## src/rtl/muldiv_seq.sv

```systemverilog
// Sequencer between the control unit and the iterative mult/div core: prepares operands,
// runs the core, sign-corrects results and owns the architectural HI/LO registers.
module muldiv_seq #(
  parameter int unsigned MAX_CYCLES = 40
) (
  input  logic        clock,
  input  logic        reset,
  input  logic        start,
  input  logic [1:0]  op,
  input  logic [31:0] opa,
  input  logic [31:0] opb,
  input  logic        hi_we,
  input  logic        lo_we,
  input  logic [31:0] wr_data,
  output logic        core_sel,
  output logic [31:0] core_a,
  output logic [31:0] core_b,
  output logic        core_rst,
  input  logic [31:0] core_hi,
  input  logic [31:0] core_lo,
  input  logic        core_done,
  output logic [31:0] HI,
  output logic [31:0] LO,
  output logic        busy,
  output logic        done,
  output logic        div_by0,
  output logic        timeout
);

  localparam int unsigned CntW = (MAX_CYCLES > 2) ? $clog2(MAX_CYCLES) : 1;

  typedef enum logic [1:0] {StIdle, StClr, StRun, StFix} state_e;

  state_e          state_q;
  logic [1:0]      op_q;
  logic            neg_quo_q;
  logic            neg_rem_q;
  logic [CntW-1:0] cnt_q;

  logic        is_div;
  logic        is_sdiv;
  logic [31:0] abs_a;
  logic [31:0] abs_b;
  logic [31:0] fix_hi;
  logic [31:0] fix_lo;

  always_comb begin
    is_div  = (op == 2'b01) || (op == 2'b10);
    is_sdiv = (op == 2'b01);
    // |0x80000000| wraps to itself, which is the correct unsigned magnitude.
    abs_a   = opa[31] ? (32'd0 - opa) : opa;
    abs_b   = opb[31] ? (32'd0 - opb) : opb;
    fix_hi  = neg_rem_q ? (32'd0 - core_hi) : core_hi;
    fix_lo  = neg_quo_q ? (32'd0 - core_lo) : core_lo;
  end

  always_ff @(posedge clock or posedge reset) begin
    if (reset) begin
      state_q   <= StIdle;
      op_q      <= 2'b00;
      neg_quo_q <= 1'b0;
      neg_rem_q <= 1'b0;
      cnt_q     <= '0;
      core_sel  <= 1'b0;
      core_a    <= 32'd0;
      core_b    <= 32'd0;
      core_rst  <= 1'b1;
      HI        <= 32'd0;
      LO        <= 32'd0;
      busy      <= 1'b0;
      done      <= 1'b0;
      div_by0   <= 1'b0;
      timeout   <= 1'b0;
    end else begin
      done    <= 1'b0;
      div_by0 <= 1'b0;
      timeout <= 1'b0;
      unique case (state_q)
        StIdle: begin
          core_rst <= 1'b1;
          busy     <= 1'b0;
          if (hi_we) HI <= wr_data;
          if (lo_we) LO <= wr_data;
          if (start && (op != 2'b11)) begin
            if (is_div && (opb == 32'd0)) begin
              done    <= 1'b1;
              div_by0 <= 1'b1;
            end else begin
              op_q      <= op;
              neg_quo_q <= is_sdiv && (opa[31] ^ opb[31]);
              neg_rem_q <= is_sdiv && opa[31];
              core_a    <= is_sdiv ? abs_a : opa;
              core_b    <= is_sdiv ? abs_b : opb;
              core_sel  <= (op != 2'b00);
              busy      <= 1'b1;
              state_q   <= StClr;
            end
          end
        end
        StClr: begin
          // core_rst was high during this cycle; release it for RUN.
          core_rst <= 1'b0;
          cnt_q    <= '0;
          state_q  <= StRun;
        end
        StRun: begin
          if (core_done) begin
            state_q <= StFix;
          end else if (cnt_q == CntW'(MAX_CYCLES - 1)) begin
            timeout  <= 1'b1;
            busy     <= 1'b0;
            core_rst <= 1'b1;
            state_q  <= StIdle;
          end else begin
            cnt_q <= cnt_q + 1'b1;
          end
        end
        StFix: begin
          if (op_q == 2'b00) begin
            HI <= core_hi;
            LO <= core_lo;
          end else begin
            HI <= fix_hi;
            LO <= fix_lo;
          end
          done     <= 1'b1;
          busy     <= 1'b0;
          core_rst <= 1'b1;
          state_q  <= StIdle;
        end
      endcase
    end
  end

endmodule

```

## config.mk

```make
export PLATFORM = sky130hd
export DESIGN_NAME = muldiv_seq
export DESIGN_NICKNAME = d
export VERILOG_FILES = /design/src/rtl/muldiv_seq.sv
export SDC_FILE = /design/constraint.sdc
export NUM_CORES = 1
export LEC_CHECK = 0
export ABC_CLOCK_PERIOD_IN_PS = 13900
export CORE_MARGIN = 2
export CORE_UTILIZATION = 51
export CTS_BUF_LIST = sky130_fd_sc_hd__clkbuf_4
export DETAILED_ROUTE_END_ITERATION = 10
export PLACE_DENSITY = 0.95
export RECOVER_POWER = 25
export SLEW_MARGIN = 15
export SYNTH_ARGS = -nofsm -noshare
export SYNTH_HDL_FRONTEND = slang
export SYNTH_SLANG_ARGS = --single-unit
export TNS_END_PERCENT = 20
```

## constraint.sdc

```tcl
create_clock -name clock -period 13.9 [get_ports clock]
set_clock_uncertainty 0.1 [all_clocks]
set_input_delay 1.39 -clock clock [delete_from_list [all_inputs] [get_ports clock]]
set_output_delay 1.39 -clock clock [all_outputs]
set_load 0.01 [all_outputs]
```

After elaboration in Yosys (flattened, before gate mapping)
Index checks and enable logic that the tools add are counted.
{ "totals": {"reg_bits": 146, "latch_bits": 0, "ram_bits": 0, "rom_bits": 0, "in_bits": 168, "out_inout_bits": 134, "wordCells": 92, "memories": 0} }
{ "classes": {"n_addsub": 5, "multipliers": 0, "div_mod_pow": 0, "order_cmp": 0, "eq_ne": 15, "shifts": 0, "n_mux": 35, "bitwise": 2, "n_reduce_logical": 20} }
{ "ops": {"columns": ["operator", "n"], "rows": [
  ["2-to-1 mux 32 bit", 10],
  ["one-hot mux 32 bit (2 select lines)", 2],
  ["subtractor 1 x 32 -> 32 bit, first input constant", 4],
  ["logical NOT 32 bit", 1],
  ["inequality test 2 bit, second input constant", 8],
  ["2-to-1 mux 1 bit", 12],
  ["2-to-1 mux 6 bit", 2],
  ["one-hot mux 6 bit (2 select lines)", 1],
  ["AND reduction 3 bit", 4],
  ["2-to-1 mux 2 bit", 4],
  ["one-hot mux 2 bit (4 select lines)", 1],
  ["adder 6 x 1 -> 6 bit, second input constant", 1],
  ["equality test 2 bit, second input constant", 3],
  ["equality test 6 bit, second input constant", 1],
  ["one-hot mux 1 bit (3 select lines)", 2],
  ["AND reduction 2 bit", 3],
  ["nonzero test 2 bit", 3],
  ["equality test 2 x 1 -> 1 bit, second input constant", 2],
  ["logical AND 1 bit", 4],
  ["logical NOT 2 bit", 2],
  ["inequality test 3 bit, second input constant", 1],
  ["nonzero test 3 bit", 1],
  ["one-hot mux 1 bit (2 select lines)", 1],
  ["OR reduction 2 bit", 1],
  ["other kinds (3)", 3]
]} }

Depth between registers and ports, before layout
{ "logic_depth": {"word_depth": 6, "mapped_depth": 10, "depth_no_buf": 8} }

Worst setup path before layout
OpenSTA, ideal clock, no wires.
{ "synth_timing": {"kind": "input to register", "start": "input port opb[0]", "end": "register core_b[20]", "setup_ps": 125, "arrival_ps": 3334, "required_time_ps": 13675, "setup_slack_ps": 10341, "stages": 8, "n_path_buf": 1, "path_cell_list": "inv_1 -> ha_1 -> nor4b_1 -> and4_1 -> nand4b_1 -> nand2_2 -> buf_6 -> mux2_2"} }
{ "synth_via": {"elab_chain_cells": 4, "word_cells_on_any_way": 7, "cone_classes": "add/sub (1); mux (2); bitwise (1); reduce/logical (3)"} }
{ "synth_lines": {"columns": ["element", "line_no", "rtl"], "rows": [
  ["from (decl)", "11", "input logic [31:0] opb,"],
  ["parallel branches: the longest is 4 deep, another holds subtractor 1 x 32 -> 32 bit", null, null],
  ["to (signal assigned)", "93", "core_b <= is_sdiv ? abs_b : opb;"],
  ["to (decl)", "17", "output logic [31:0] core_b,"]
]} }
Parallel ways; which one is timed is not known.
A chain may end at the register's enable or synchronous reset.

Final worst setup path
{ "layout_timing": {"start": "input port lo_we", "end": "register LO[15]"} }
{ "layout_via": {"elab_chain_cells": 2} }
{ "layout_lines": {"columns": ["element", "line_no", "rtl"], "rows": [
  ["from (decl)", "13", "input logic lo_we,"],
  ["inequality test 2 bit (no source line)", null, null],
  ["AND reduction 2 bit (no source line)", null, null],
  ["to (signal assigned)", "83", "if (lo_we) LO <= wr_data;"],
  ["to (signal assigned)", "121", "LO <= core_lo;"],
  ["to (signal assigned)", "124", "LO <= fix_lo;"],
  ["to (decl)", "23", "output logic [31:0] LO,"]
]} }
No other way between the ends.

==> flow_summary.toml <==
[outcome]
status = "finished with violations"
violations = "capacitance limit, slew limit"

[yosys]
yosysTopAreaCell = "dfrtp_1"
synth-async-reset-ratio = 1.00
synth_seq_cells = 146
yosysSeqAreaShare = 0.413
synth_cell_types = 61
syn_nets = 1186
syn_inst = 1005
synth_top_area_share = 0.410
avgSynthCellArea_um2 = 8.81
synth_area_leaders = "dfrtp_1 41%, o21ai_0 6.4%, xnor2_1 6.3%, nand2_1 4.5%, xor2_1 4.5%"
synth_flop_cell = "dfrtp_1"
synth-edff-count = 0
yosys_warnings = 0
syn-cell-area_um2 = 8850
yosys.cell_count.top_type = "dfrtp_1"
ys_top_cells_by_count = "145 x dfrtp_1, 113 x o21ai_0, 106 x nand2_1"

[clock_network]
htree_levels = 4
path_clk_slew_ps = 130
clk_path_buf_depth = 2
cts-resized-gates = 0
post_cts_buffers = 0
cts_tree = "built"
cts_buffers = 17
cts.sinks = 146
ctsRootBufferMaster = "clkbuf_4"
ctsHoldBuffers = 0
clkLatencyLatePin_ps = 560

[grt]
antenna_found_initial = 3
grt_overflow = 0
grt_max_degree = 137
grt_usage = 0.312
grt_pass1_wl_mm = 44.6
grt_pass1_vias = 8557

[power]
p_per_area_nw_per_um2 = 174
finalPower_uw = 2120
leakage_uw = 0.00490
ir_drop_mv = 0.114

[layout]
fill_cells = 1289
syn_to_final_growth_pct = 37.8
nets = 1457
fin_area_um2 = 12200
multi_input_area_um2 = 4900
drive_above_1_share = 0.0474
seqCellArea_um2 = 3650
fin_cells = 1514

[setup_path]
critPathRequiredTime_ps = 14250
critPathSlowestCell = "a21oi_1"
start_kind = "input port"
cp_top_family = "compound AO/OA/AOI/OAI gates"
arrival_ps = 5490
crit_fanout = 42
crit_path_cell_trace = "dlygate4sd3_1 > a21oi_1 > nor2b_1 > a221oi_1"
max_stage_delay_ps = 2490
crit_buf_inv = 1
cp-end-kind = "register"
criticalPathCategory = "in2reg"

[route]
drc_errors = 0
first_pass_iters = 6
drtIter0Drc = 582
vias = 8890
totalWireLength_mm = 29.1
viasPerCell = 5.87
wire_per_inst_um = 19.2
ant_nets = 0

[floorplanning]
rows = 48
dieArea_um2 = 18400
io_pins = 302
initial_core_util = 0.517
die_width_um = 136
die_y_um = 136
coreArea_um2 = 17100

[place]
dp_hpwl_mm = 21.9
dpl.cell_count = 1481
dpl_cell_area_um2 = 12000
gp_congestion = 0.903
port_buffers = 301

[run]
max_cap_violations = 3

[timing]
layout_min_cycle_time_ps = 5140
rsz0062_at_grt = "no"
slew_headroom = -1.50
whs_ps = 392
tns_ps = 0
post-route-period-util = 0.370
max_freq_mhz = 195
finalSetupViolCount = 0
worst-slew-pin-transition_ps = 3730
slew_viol_final = 152
hold_viol_final = 0

[min_path]
worstHoldPathType = "reg2reg"
[state kept, by name, summed over array words and instances, names as in the netlist, 2 cells and up]
signal,flops
HI,32
LO,32
core_a,32
core_b,32
cnt_q,6
op_q,2
state_q,2
[final timing paths]
check / start / end / slack (ps) / depth (start not counted)
max: lo_we / LO[15] / 8760 / 4
min: HI[29] / HI[29] / 390 / 1
max reg2reg: state_q[1] / LO[15] / 9190 / 6
min reg2reg: HI[29] / HI[29] / 390 / 1
max in group asynchronous: reset / LO[2] / 9390 / 3
min in group asynchronous: reset / core_b[12] / 2250 / 2
[power breakdown]
| group | switching [uW] | total [uW] | internal [uW] | leakage [uW] |
|---|---|---|---|---|
| sequential | 124 | 743 | 618 | 0.00181 |
| clock | 171 | 242 | 70.9 | 0.000114 |
| combinational | 578 | 1140 | 560 | 0.00298 |
[routing by layer]
metal	share of wire	GRT usage	vias up
met5	0.0018	0	-
met2	0.48	0.527	482
met1	0.38	0.375	4172
met4	0.038	0.131	6
met3	0.10	0.0879	72
li1	-	-	4158
[layout make-up]
type | instances | share of cell area
clock inverter | 14 | 0.00882
antenna | 1 | 0.000205
tap | 225 | 0.0231
inverter | 25 | 0.00779
multi-input combinational | 782 | 0.402
timing repair buffer | 304 | 0.249
clock buffer | 17 | 0.0105
sequential | 146 | 0.300
[stage by stage]
| step | setup WS [ps] | utilization |
|---|---|---|
| after CTS | 9340 | 0.713 |
| after global routing | 8520 | 0.713 |
| after detailed placement | 8730 | 0.699 |
| final | 8760 | 0.713 |
| after floorplan | 8490 | - |
| after global placement | 8890 | 0.699 |
[placed cells by master (no fill, tap or decap), types with 5 or more instances in the layout]
master           instances
inv_1                   24
dfrtp_1                145
clkinvlp_4               5
o221ai_1                 7
a31oi_1                 19
or3_1                   17
nor4_1                  14
clkdlybuf4s50_1        296
a21oi_1                 72
clkbuf_4                17
nor2_1                  78
xnor2_1                 64
nor3b_1                 11
o21ai_1                 11
o21ai_0                113
a311oi_1                 9
mux2i_1                  8
dlygate4sd3_1            5
or4_1                   16
nand3b_1                 5
o31ai_1                 15
nor3_1                  23
nand3_1                 13
nand2_1                106
ha_1                    12
o41ai_1                  6
nor2b_1                 11
a211oi_1                11
a21o_1                  25
xor2_1                  45
nand2b_1                 9
or2_2                    5
[worst reg2reg max path: stages (launching register included)]
cell	delay, ps
dfrtp_1	450
inv_1	130
ha_1	320
nor2b_1	100
a21oi_1	2470
nor2b_1	550
a221oi_1	500
[cell families after synthesis]
kind of cell | count (synthesis) | synth area share
AOI/OAI and AO/OA | 309 | 0.210
xor gates and xnor gates | 109 | 0.108
adders and majority gates | 13 | 0.0184
buffers and inverters | 77 | 0.0379
DFF | 146 | 0.413
muxes | 9 | 0.0103
and+or+nand+nor | 342 | 0.202
No activity file was read; power rests on OpenSTA's default activity.
